[config.mk]
export PLATFORM = sky130hd
export DESIGN_NAME = cfg_reg_bank_arbiter_flat
export DESIGN_NICKNAME = d
export VERILOG_FILES = /design/src/rtl/cfg_reg_bank_arbiter_pkg.sv /design/src/rtl/cfg_reg_bank_arbiter_if.sv /design/src/rtl/cfg_reg_bank_arbiter_rr_priority_pick.sv /design/src/rtl/cfg_reg_bank_arbiter.sv /design/src/flat_wrapper.sv
export SDC_FILE = /design/constraint.sdc
export NUM_CORES = 1
export LEC_CHECK = 0
export CAP_MARGIN = 20
export CORE_ASPECT_RATIO = 0.6
export CORE_MARGIN = 5
export CORE_UTILIZATION = 35
export DETAILED_ROUTE_END_ITERATION = 7
export GPL_TIMING_DRIVEN = 0
export PLACE_DENSITY = 0.71
export SETUP_SLACK_MARGIN = 0.4
export SLEW_MARGIN = 20
export SYNTH_ARGS = -nofsm -noshare
export SYNTH_HDL_FRONTEND = slang
export SYNTH_SLANG_ARGS = --single-unit
export TNS_END_PERCENT = 5
[constraint.sdc]
create_clock -name clk -period 17.66 [get_ports clk]
set_input_delay 2.649 -clock clk [delete_from_list [all_inputs] [get_ports clk]]
set_output_delay 2.649 -clock clk [all_outputs]
set_load 0.01 [all_outputs]
[src/rtl/cfg_reg_bank_arbiter_pkg.sv]
// Shared constants and helpers for the configuration register bank arbiter.
package cfg_reg_bank_arbiter_pkg;

    localparam int MAX_REQ = 8;
    localparam int BCW     = 4;

    function automatic int clog2(input int n);
        int r;
        r = 0;
        while ((1 << r) < n) r++;
        return r;
    endfunction

endpackage

[src/rtl/cfg_reg_bank_arbiter_if.sv]
// Requester write channel plus register-bank and notification outputs.
interface cfg_reg_bank_arbiter_if #(
    parameter int NUM_REQ  = 4,
    parameter int WIDTH    = 32,
    parameter int NUM_REGS = 6,
    parameter int AW       = 3
);
    import cfg_reg_bank_arbiter_pkg::*;

    localparam int OW = clog2(NUM_REQ);

    logic [NUM_REQ-1:0]        req_valid;
    logic [NUM_REQ-1:0]        req_lock;
    logic [NUM_REQ*AW-1:0]     req_addr;
    logic [NUM_REQ*WIDTH-1:0]  req_data;
    logic [NUM_REQ-1:0]        req_ready;
    logic [NUM_REGS*WIDTH-1:0] reg_q;
    logic                      wr_valid;
    logic [OW-1:0]             wr_owner;
    logic [AW-1:0]             wr_addr;
    logic                      err_addr;

    modport master (
        output req_valid, req_lock, req_addr, req_data,
        input  req_ready, reg_q, wr_valid, wr_owner, wr_addr, err_addr
    );

    modport slave (
        input  req_valid, req_lock, req_addr, req_data,
        output req_ready, reg_q, wr_valid, wr_owner, wr_addr, err_addr
    );

endinterface

[src/rtl/cfg_reg_bank_arbiter_rr_priority_pick.sv]
// Rotating priority picker: first valid requester at or after ptr, wrapping.
// Purely combinational, no backpressure of its own.
module rr_priority_pick #(
    parameter int N  = 4,
    parameter int IW = 2
) (
    input  logic [N-1:0]  valid_i,
    input  logic [IW-1:0] ptr_i,
    output logic [N-1:0]  gnt_o,
    output logic [IW-1:0] idx_o,
    output logic          any_o
);
    logic [IW:0] cand;

    always_comb begin
        gnt_o = '0;
        idx_o = '0;
        any_o = 1'b0;
        cand  = '0;
        for (int k = 0; k < N; k++) begin
            cand = {1'b0, ptr_i} + (IW+1)'(k);
            if (cand >= (IW+1)'(N)) cand = cand - (IW+1)'(N);
            if (!any_o && valid_i[cand[IW-1:0]]) begin
                any_o = 1'b1;
                idx_o = cand[IW-1:0];
            end
        end
        gnt_o[idx_o] = any_o;
    end

endmodule

[src/rtl/cfg_reg_bank_arbiter.sv]
// Round-robin shared config register bank with bounded burst lock.
// Grant is combinational; writes land and notify one cycle after acceptance.
module cfg_reg_bank_arbiter
    import cfg_reg_bank_arbiter_pkg::*;
#(
    parameter int NUM_REQ   = 4,
    parameter int WIDTH     = 32,
    parameter int NUM_REGS  = 6,
    parameter int AW        = 3,
    parameter int MAX_BURST = 4
) (
    input  logic                 clk,
    input  logic                 rst,
    cfg_reg_bank_arbiter_if.slave bus
);
    localparam int IW = clog2(NUM_REQ);

    logic [NUM_REQ-1:0] gnt;
    logic [IW-1:0]      win_idx;
    logic               any_vld;
    logic               accept;
    logic               in_range;
    logic               win_lock;
    logic [AW-1:0]      win_addr;
    logic [WIDTH-1:0]   win_data;

    logic [IW-1:0]      ptr_q, ptr_d;
    logic [BCW-1:0]     burst_cnt_q, burst_cnt_d;
    logic [WIDTH-1:0]   bank_q [NUM_REGS];
    logic               wr_valid_q;
    logic               err_addr_q;
    logic [IW-1:0]      wr_owner_q;
    logic [AW-1:0]      wr_addr_q;

    rr_priority_pick #(.N(NUM_REQ), .IW(IW)) u_pick (
        .valid_i (bus.req_valid),
        .ptr_i   (ptr_q),
        .gnt_o   (gnt),
        .idx_o   (win_idx),
        .any_o   (any_vld)
    );

    assign bus.req_ready = rst ? '0 : gnt;
    assign accept        = any_vld & ~rst;
    assign win_addr      = bus.req_addr[int'(win_idx)*AW +: AW];
    assign win_data      = bus.req_data[int'(win_idx)*WIDTH +: WIDTH];
    assign win_lock      = bus.req_lock[win_idx];
    assign in_range      = ({1'b0, win_addr} < (AW+1)'(NUM_REGS));

    // Locked owner keeps priority until MAX_BURST writes; any idle cycle ends the burst.
    always_comb begin
        ptr_d       = ptr_q;
        burst_cnt_d = '0;
        if (accept) begin
            if (win_lock && (({1'b0, burst_cnt_q} + (BCW+1)'(1)) < (BCW+1)'(MAX_BURST))) begin
                ptr_d       = win_idx;
                burst_cnt_d = burst_cnt_q + BCW'(1);
            end else begin
                ptr_d = (win_idx == IW'(NUM_REQ-1)) ? '0 : win_idx + IW'(1);
            end
        end
    end

    always_ff @(posedge clk or posedge rst) begin
        if (rst) begin
            ptr_q       <= '0;
            burst_cnt_q <= '0;
            wr_valid_q  <= 1'b0;
            err_addr_q  <= 1'b0;
            wr_owner_q  <= '0;
            wr_addr_q   <= '0;
            for (int r = 0; r < NUM_REGS; r++) bank_q[r] <= '0;
        end else begin
            ptr_q       <= ptr_d;
            burst_cnt_q <= burst_cnt_d;
            wr_valid_q  <= accept & in_range;
            err_addr_q  <= accept & ~in_range;
            if (accept) begin
                wr_owner_q <= win_idx;
                wr_addr_q  <= win_addr;
            end
            if (accept && in_range) bank_q[win_addr] <= win_data;
        end
    end

    for (genvar r = 0; r < NUM_REGS; r++) begin : g_regq
        assign bus.reg_q[r*WIDTH +: WIDTH] = bank_q[r];
    end

    assign bus.wr_valid = wr_valid_q;
    assign bus.err_addr = err_addr_q;
    assign bus.wr_owner = wr_owner_q;
    assign bus.wr_addr  = wr_addr_q;

endmodule

[src/flat_wrapper.sv]
// flat-port wrapper written by rule: the top's interface ports become plain ports
module cfg_reg_bank_arbiter_flat import cfg_reg_bank_arbiter_pkg::*;
#(
    parameter int NUM_REQ   = 4,
    parameter int WIDTH     = 32,
    parameter int NUM_REGS  = 6,
    parameter int AW        = 3,
    parameter int MAX_BURST = 4
)
  (clk, rst, bus_req_valid, bus_req_lock, bus_req_addr, bus_req_data, bus_req_ready, bus_reg_q, bus_wr_valid, bus_wr_owner, bus_wr_addr, bus_err_addr);
  cfg_reg_bank_arbiter_if #(.NUM_REQ(NUM_REQ), .WIDTH(WIDTH), .NUM_REGS(NUM_REGS), .AW(AW)) bus_i ();
  input  logic clk;
  input  logic rst;
  input wire logic [$bits(bus_i.req_valid)-1:0] bus_req_valid;
  input wire logic [$bits(bus_i.req_lock)-1:0] bus_req_lock;
  input wire logic [$bits(bus_i.req_addr)-1:0] bus_req_addr;
  input wire logic [$bits(bus_i.req_data)-1:0] bus_req_data;
  output wire logic [$bits(bus_i.req_ready)-1:0] bus_req_ready;
  output wire logic [$bits(bus_i.reg_q)-1:0] bus_reg_q;
  output wire logic [$bits(bus_i.wr_valid)-1:0] bus_wr_valid;
  output wire logic [$bits(bus_i.wr_owner)-1:0] bus_wr_owner;
  output wire logic [$bits(bus_i.wr_addr)-1:0] bus_wr_addr;
  output wire logic [$bits(bus_i.err_addr)-1:0] bus_err_addr;
  assign bus_i.req_valid = bus_req_valid;
  assign bus_i.req_lock = bus_req_lock;
  assign bus_i.req_addr = bus_req_addr;
  assign bus_i.req_data = bus_req_data;
  assign bus_req_ready = bus_i.req_ready;
  assign bus_reg_q = bus_i.reg_q;
  assign bus_wr_valid = bus_i.wr_valid;
  assign bus_wr_owner = bus_i.wr_owner;
  assign bus_wr_addr = bus_i.wr_addr;
  assign bus_err_addr = bus_i.err_addr;
  cfg_reg_bank_arbiter #(.NUM_REQ(NUM_REQ), .WIDTH(WIDTH), .NUM_REGS(NUM_REGS), .AW(AW), .MAX_BURST(MAX_BURST)) u_core (.clk(clk), .rst(rst), .bus(bus_i));
endmodule
; Word level (Yosys, flattened, before mapping)
; Index checks and enable logic that the tools add are counted.
[totals]
register_bits = 205
out_inout_bits = 203
inputBits = 150
elab_cells = 89
[classes]
n_reduce_logical = 10
shift = 2
muxes = 32
order_cmp = 14
addsub = 10
bitwise = 7
eq_ne = 1
mul = 1
[op_table]
columns = op, count
row1 = 192-bit bitwise mux, 1
row2 = 128-bit by 8-bit indexed part select with 32-bit output, 1
row3 = 32-bit demux with 3-bit select, 1
row4 = 32-bit two-way mux, 1
row5 = 12-bit by 32-bit indexed part select with 3-bit output, 1
row6 = 2-bit two-way mux, 10
row7 = "2-bit by 3-bit less-than comparator with 1-bit output, second input constant", 5
row8 = 4-bit two-way mux, 3
row9 = 1-bit binary-select mux with 2-bit select, 5
row10 = 1-bit two-way mux, 10
row11 = "3-bit greater-or-equal comparator, second input constant", 3
row12 = "2-bit by 1-bit subtractor with 2-bit output, second input constant", 4
row13 = 1-bit logical AND, 7
row14 = "2-bit by 2-bit adder with 3-bit output, second input constant", 2
row15 = "4-bit by 1-bit adder with 5-bit output, second input constant", 1
row16 = "5-bit by 3-bit less-than comparator with 1-bit output, second input constant", 1
row17 = "4-bit by 1-bit adder with 4-bit output, second input constant", 1
row18 = 4-bit AND, 1
row19 = "4-bit greater-or-equal comparator, second input constant", 1
row20 = "4-bit by 1-bit less-than comparator with 1-bit output, second input constant", 1
row21 = "2-bit by 2-bit multiplier with 4-bit output, second input constant", 1
row22 = 3-bit inverter with 4-bit output, 1
row23 = "2-bit by 1-bit adder with 3-bit output, second input constant", 1
row24 = 1-bit AND, 3
row25 = other kinds (8), 11

; Logic depth before layout (Yosys ltp)
[logic_depth]
depth_word = 22
mapped_depth = 10
mapped_depth_nobuf = 7

; By module
; A second synthesis with hierarchy kept.
[hier_totals]
cells_unflattened = 548
area_unflattened_um2 = 8851.0
[modules_own_cells]
columns = mod, seq_area_each_um2, n_inst, area_each_um2, cells_per_inst
row1 = cfg_reg_bank_arbiter, 5129.9, 1, 8668.3, 516
row2 = rr_priority_pick, 0.0, 1, 182.7, 32

; Least setup slack after synthesis
; OpenSTA, ideal clock, no wires.
[synth_timing]
kind = input -> output
from = input port bus_req_valid[0]
to = output port bus_req_ready[2]
cell_stages = 7
path_buffers = 2
arrival_ns = 4.098
setup_slack_ns = 10.913
required_time_ns = 15.011
cell_sequence = a21oi_1 > o21a_1 > o22a_1 > buf_1 > buf_1 > ha_1 > and2_1
[synth_via]
elab_chain_cells = 18
word_cells_on_any_way = 29
cone_classes = order compare: 2 / mux: 19 / bitwise: 1 / reduce/logical: 7
[synth_lines]
columns = item, line
row1 = from (decl), flat_wrapper.sv:14  ; input wire logic [$bits(bus_i.req_valid)-1:0] bus_req_valid;
row2 = 1-bit binary-select mux with 2-bit select, cfg_reg_bank_arbiter_rr_priority_pick.sv:23  ; if (!any_o && valid_i[cand[IW-1:0]]) begin
row3 = 1-bit two-way mux (implied by the code), cfg_reg_bank_arbiter_rr_priority_pick.sv:23
row4 = 1-bit two-way mux, cfg_reg_bank_arbiter_rr_priority_pick.sv:23
row5 = 1-bit logical NOT, cfg_reg_bank_arbiter_rr_priority_pick.sv:23
row6 = 1-bit logical AND, cfg_reg_bank_arbiter_rr_priority_pick.sv:23
row7 = 1-bit two-way mux, cfg_reg_bank_arbiter_rr_priority_pick.sv:23
row8 = 1-bit logical NOT, cfg_reg_bank_arbiter_rr_priority_pick.sv:23
row9 = 1-bit logical AND, cfg_reg_bank_arbiter_rr_priority_pick.sv:23
row10 = [... 3 more ...], -
row11 = 2-bit two-way mux (*), cfg_reg_bank_arbiter_rr_priority_pick.sv:23
row12 = named net u_core.u_pick.idx_o[1], cfg_reg_bank_arbiter_rr_priority_pick.sv:10  ; output logic [IW-1:0] idx_o,
row13 = 2-bit by 3-bit less-than comparator with 1-bit output (implied by the code) or 2-bit by 1-bit greater-or-equal comparator with 1-bit output (tied branches), cfg_reg_bank_arbiter_rr_priority_pick.sv:28  ; gnt_o[idx_o] = any_o;
row14 = 1-bit logical AND (implied by the code), cfg_reg_bank_arbiter_rr_priority_pick.sv:28
row15 = 1-bit two-way mux (implied by the code), cfg_reg_bank_arbiter_rr_priority_pick.sv:28
row16 = 1-bit demux with 2-bit select (*), cfg_reg_bank_arbiter_rr_priority_pick.sv:28
row17 = 4-bit AND (no line) (*), -
row18 = 4-bit two-way mux (*), cfg_reg_bank_arbiter.sv:43  ; assign bus.req_ready = rst ? '0 : gnt;
row19 = to (decl), flat_wrapper.sv:18  ; output wire logic [$bits(bus_i.req_ready)-1:0] bus_req_ready;
; The timed path passes the listed nets; every way through them passes the cells marked *. The select of a mux whose other input is x is not followed.

; Final worst setup path
[layout_timing]
from = input port bus_req_valid[0]
to = output port bus_req_ready[3]
; Same word-level chain as after synthesis.

==> results.md <==
- # DRC: 0
- Internal power: 1619 uW
- Max H-tree Level: 1
- Synth Area in Compound Gates: 0.009521
- Leading cell type in the layout, fill and taps excluded: clkdlybuf4s50_1
- Sw power: just under 900 uW
- Count of warnings emitted by yosys: 0
- Syn_area_per_cell: 12.02 um^2
- Crit end category: primary output
- Maximum vdd drop: 0.1072 mV
- PortBufs: 352
- Area share of xor/xnor cells in the synthesized design: 0
- Pre-antenna DRT Iters: 4
- Mux share of post-synthesis cell area: 0.3160
- Switching Fraction: 0.3560
- WP data arrival: approximately 6 ns
- Static Leak: 0.006626 uW
- First-pass GRT wire length: 48.00 mm
- Max_cap viols: 0
- R2r setup slk: around 14 ns
- Nets: 1333
- Die Area: 30930 um^2
- Clock Latency Late Sink: slightly above 0.5 ns
- Final period utilization: 0.4889
- CTS Buffer Depth: 3
- Final hold vios: 0
- Area grow syn2layout: 50.09%
- Hold Path Stages: 1
- Clock Skew: around 0.0095 ns
- TritonCTS clock tree: built
- Row Count: 46
- Fmax: ~0.12 GHz
- Grt ovf: 0
- Critical Path Source Type: primary input
- Initial antenna violation count: 0
- Sequential element share of the synthesized area: 0.5348
- Total GRT Usage: 0.1992
- Clk pwr share: 0.192
- TritonCTS Buffers: 21
- Required time of the worst setup path: 15.01 ns
- Synth Register Bits: 205
- CP cell instances: clkdlybuf4s50_1 > a21oi_1 > o21a_1 > o22a_1 > buf_1 > buf_1 > ha_1 > and2_1 > clkdlybuf4s50_1
- ANT nets after route: 0
- CP Class: in2out
- Die Width: 223.7 um
- Outcome: completed
- Routed via count: between 7000 and 8000
- Yosys cell types: 32
- Hold Buf Count CTS: 0
- Avg Vias per Cell: 4.547
- Finish-stage setup viols: 0
- Main combinational cell family by area after synthesis: multiplexers
- Worst-margin pin slew: 1.090 ns
- Drt wl/cell: 20.34 um
- Layout cell share with drive strength beyond 1: 0.08801
- Rel. slew slack: 0.2734
- Period minus WS final: about 8.6 ns
- RSZ-0062 raised after global routing: false
- Pre-CTS WS: about 9 ns
- Sequential cell area: 5130 um^2
- Post-CTS sizing: 0
- Multi-input logic area: 3478 um^2
- DIE HEIGHT: 138.2 um
- Max-slew violations: 0
- Hold/Removal Path Class: reg2reg
- Sequential Power Share: 0.327
- # diodes: 0
- Placer congestion estimate: between 0.8 and 0.9
- Setup TNS: 0 ns
- Post-route setup slack: 9.026 ns
- Drt total wl: roughly 32 mm
- Root buffer cell: clkbuf_16
- Pin count of the biggest net entering global routing: about 100
- Post-Synth Adder-Cell Area: 0.006521
- CP Max Fanout: 11
- Ports: 353
- Dpl hpwl: 23.50 mm
- FF-to-FF path depth: 10
- Post-Synthesis Cells: roughly 800
- CTS Sinks: slightly above 200
- Starting DRT DRC Count: 400
- Combinational power share: 0.481
- Vias in the first global route: 7800
- Commonest cells after routing, fill and taps aside: clkdlybuf4s50_1 (352), mux2i_1 (259), dfrtp_1 (205)
- Fillers: 2308
- Mapped cell area: 9593 um^2
- Simple-gate share of the synthesized area: 0.02974
- Pwr Density: 174.6 nW/um^2
- Clk slew on worst S/H paths: 0.06 ns
- Initial Util: 0.3592
- Post-CTS Setup Inserts: 0
- CP max stage delay: between 0.7 and 0.8 ns
- Slowest cell on crit path: buf_1
- Core ar.: 26710 um^2
[synth_stat cells (all sizes together)]
master | count | share of area
a21oi | 5 | 0.0026
a31oi | 1 | 0.00065
a32o | 1 | 0.0010
a41oi | 1 | 0.00091
and2 | 4 | 0.0026
and3 | 2 | 0.0013
and4b | 2 | 0.0021
buf | 30 | 0.023
clkbuf | 7 | 0.0027
conb | 1 | 0.00039
dfrtp | 205 | 0.53
ha | 5 | 0.0065
inv | 197 | 0.077
mux2 | 33 | 0.039
mux2i | 259 | 0.27
mux4 | 3 | 0.0070
nand2 | 17 | 0.0067
nand2b | 1 | 0.00065
nand3 | 1 | 0.00052
nor2 | 5 | 0.0020
nor3 | 2 | 0.0010
nor4 | 2 | 0.0029
nor4b | 3 | 0.0074
o21a | 1 | 0.00078
o21ai | 5 | 0.0026
o22a | 1 | 0.00091
or2 | 3 | 0.0020
or3 | 1 | 0.00065
[metal layers]
metal	track usage	vias up	share of wire	routed length (um)
met1	0.2604	3455	0.44	13830
met2	0.3224	255	0.46	14440
met5	0	-	0	0
met3	0.07425	39	0.087	2750
met4	0.03640	0	0.018	570
li1	-	3313	-	-
[metrics by stage]
| stage | hold slack [ns] | utilization | total power [uW] | cells | instance area [um^2] |
|---|---|---|---|---|---|
| 5_1_grt | 0.4999 | 0.5391 | 2678 | 1553 | 14400 |
| 3_5_place_dp | 0.4743 | 0.5109 | 2050 | 1514 | 13640 |
| 6_report | 0.4805 | 0.5391 | 2514 | 1553 | 14400 |
| 2_1_floorplan | 0.4381 | - | 1349 | 799 | 9597 |
| 3_3_place_gp | 0.4514 | 0.5082 | 2023 | 1511 | 13570 |
| 4_1_cts | 0.4833 | 0.5387 | 2555 | 1552 | 14390 |
[flip-flops by register name (all words and copies together), names as in the netlist]
name	count
u_core.ptr_q	2
u_core.bus.wr_owner	2
u_core.bus.wr_addr	3
u_core.burst_cnt_q	4
u_core.bus.err_addr	1
u_core.bus.wr_valid	1
u_core.bus.reg_q	192
[final timing paths]
| path | from | end |
|---|---|---|
| max in group asynchronous | rst | u_core.bus.reg_q[51] |
| setup / recovery | bus_req_valid[0] | bus_req_ready[3] |
| min in group asynchronous | rst | u_core.bus.reg_q[2] |
| setup reg to reg | u_core.ptr_q[1] | u_core.bus.reg_q[101] |
| hold / removal | u_core.burst_cnt_q[0] | u_core.burst_cnt_q[0] |
| hold reg to reg | u_core.burst_cnt_q[0] | u_core.burst_cnt_q[0] |
[area by class of cell]
class,count,share of cell area
clock inverter,11,0.01138
multi-input combinational,360,0.2416
inverter,197,0.05188
buffer,37,0.01729
sequential,205,0.3563
tap,360,0.03129
timing repair buffer,356,0.2501
clock buffer,27,0.04015
[cell families (layout without fill, tap and decap cells)]
kind of cell / count (synthesis) / after routing
compound gates: 15 / 15
fa+ha+maj: 5 / 5
buf+inv: 234 / 628
flops: 205 / 205
mux: 295 / 295
other cells: 1 / 2
simple gates: 43 / 43
[worst max-delay path: cells and delay by family]
family | cells | cell delay, ns
and+or+nand+nor | 1 | 0.12
buffers and inverters | 4 | 2.33
AOI/OAI and AO/OA | 3 | 0.64
adders and majority gates | 1 | 0.23
[power groups by stage]
stage               logic (uW)  clock network [uW]  registers [uW]
floorplan                  426                   0             923
global placement          1200                   0             821
detailed placement        1230                   0             824
CTS                       1230                 499             823
global route              1310                 517             854
finish                    1210                 483             823
Power figures use the tool's default switching activity.
==> RTL edit (config.mk and constraints unchanged) <==
`NUM_REQ` is set to 4 in 3 places; all go to 8.
--- a/src/rtl/cfg_reg_bank_arbiter_if.sv
+++ b/src/rtl/cfg_reg_bank_arbiter_if.sv
@@ -1,5 +1,5 @@
 // Requester write channel plus register-bank and notification outputs.
 interface cfg_reg_bank_arbiter_if #(
-    parameter int NUM_REQ  = 4,
+    parameter int NUM_REQ  = 8,
     parameter int WIDTH    = 32,
     parameter int NUM_REGS = 6,
--- a/src/rtl/cfg_reg_bank_arbiter.sv
+++ b/src/rtl/cfg_reg_bank_arbiter.sv
@@ -4,5 +4,5 @@
     import cfg_reg_bank_arbiter_pkg::*;
 #(
-    parameter int NUM_REQ   = 4,
+    parameter int NUM_REQ   = 8,
     parameter int WIDTH     = 32,
     parameter int NUM_REGS  = 6,
--- a/src/flat_wrapper.sv
+++ b/src/flat_wrapper.sv
@@ -2,5 +2,5 @@
 module cfg_reg_bank_arbiter_flat import cfg_reg_bank_arbiter_pkg::*;
 #(
-    parameter int NUM_REQ   = 4,
+    parameter int NUM_REQ   = 8,
     parameter int WIDTH     = 32,
     parameter int NUM_REGS  = 6,
Ports: changed (6 resized); port bits go from 353 to 506. No check against the original RTL was run, so the function may have changed too.
==> RTL edit against the unedited design <==
- worst setup slack got worse by 2.1 ns
- area after synthesis rose by 22%
- final cell count rose by 21%
- global-route usage rose by 4.8 points
- sequential cell count rose by 2
- critical path type unchanged
- count of clock-buffer cells in the layout did not move
- wire length rose by 54%
- sequential share of layout area fell by 7.1 points
- register-to-register slack got worse by 2.7 ns
- cell area rose by 26%
- worst hold slack got worse by 0.0076 ns
Power is not shown: default switching activity piles up to over one toggle a cycle in this logic, so the estimate is an artifact.
==> RTL edit: results (changes against the unedited design) <==
fin_cells: 1873  # was 1553
gp_congestion: 0.897  # was 0.874
highest-signal-layer: "met5"  # was met4
use_met2: 0.410  # was 0.322
place_area_um2: 17400  # was 13600 um^2
worst_slew_pin_slew_ns: 1.25  # was 1.09 ns
synth_fa_ha_area_frac: 0.00427  # was 0.00652
path_max_fanout: 10  # was 11
n_all_buffers: 569  # was 393
drive_above_1_share: 0.119  # was 0.0880
seq-cell-share: 0.285  # was 0.356
dr_wl_met2_um: 23000  # was 14400 um
synth.area.top_cells: "dfrtp_1 44%, mux2i_1 19%, mux2_1 15%"  # was dfrtp_1 53%, mux2i_1 27%, inv_1 7.7%
numPortBuffers: 503  # was 352
post_drt_wl_per_cell_um: 25.9  # was 20.3 um
grt_usage: 0.247  # was 0.199
clk_share: 0.0434  # was 0.0515
synth_compound_area_frac: 0.0377  # was 0.00952
cts-buffers-inserted: 22  # was 21
wl_met1_um: 20200  # was 13800 um
numSequentialCells: 207  # was 205
outcome: "finished, final reports clean"  # unchanged
die_w_um: 246  # was 224 um
multi_input_area_um2: 6180  # was 3480 um^2
grt_max_degree: 106  # was 102
multi_input_gates: 591  # was 360
skew_ns: 0.0105  # was 0.00955 ns
synthTopCellsByCount: "226 x mux2i_1, 207 x dfrtp_1, 155 x mux2_1"  # was 259 x mux2i_1, 205 x dfrtp_1, 197 x inv_1
post-route-cell-area_um2: 18200  # was 14400 um^2
dr.pass1.iters: 5  # was 4
met3_length_um: 4170  # was 2750 um
avgSynthCellArea_um2: 13.4  # was 12.0 um^2
use_met1: 0.320  # was 0.260
ys_seq_area_frac: 0.442  # was 0.535
nNonClkInverters: 13  # was 197
cp.arrival_ns: 8.11  # was 5.98 ns
grt_pass1_wl_um: 68400  # was 48000 um
fin_nets: 1706  # was 1333
synth_xor_area_frac: 0.00150  # was 0
synth.distinct_cells: 60  # was 32
-- RTL edit: cells by family after synthesis --
kind of cell,Yosys count
other cells,1
xor+xnor,2
simple gates,58
flops,207
mux,472
compound gates,53
fa+ha+maj,4
buf+inv,77
-- RTL edit: final timing paths --
| kind | end | start | slack, ns | cells after the start |
|---|---|---|---|---|
| worst min register to register | u_core.bus.wr_addr[0] | u_core.bus.wr_addr[0] | 0.47 | 2 |
| worst min-delay path | u_core.bus.wr_addr[0] | u_core.bus.wr_addr[0] | 0.47 | 2 |
| max in group asynchronous | u_core.bus.reg_q[95] | rst | 14.20 | 3 |
| worst max-delay path | bus_req_ready[2] | bus_req_valid[3] | 6.90 | 13 |
| min in group asynchronous | u_core.bus.wr_owner[2] | rst | 2.60 | 2 |
| worst max register to register | u_core.bus.reg_q[88] | u_core.ptr_q[0] | 11.46 | 16 |
-- RTL edit: tightest hold or removal path, cell delays in order, from the launching register on --
cell and delay, ns:
dfrtp_1 0.34, nand2_1 0.05, nand2_1 0.05
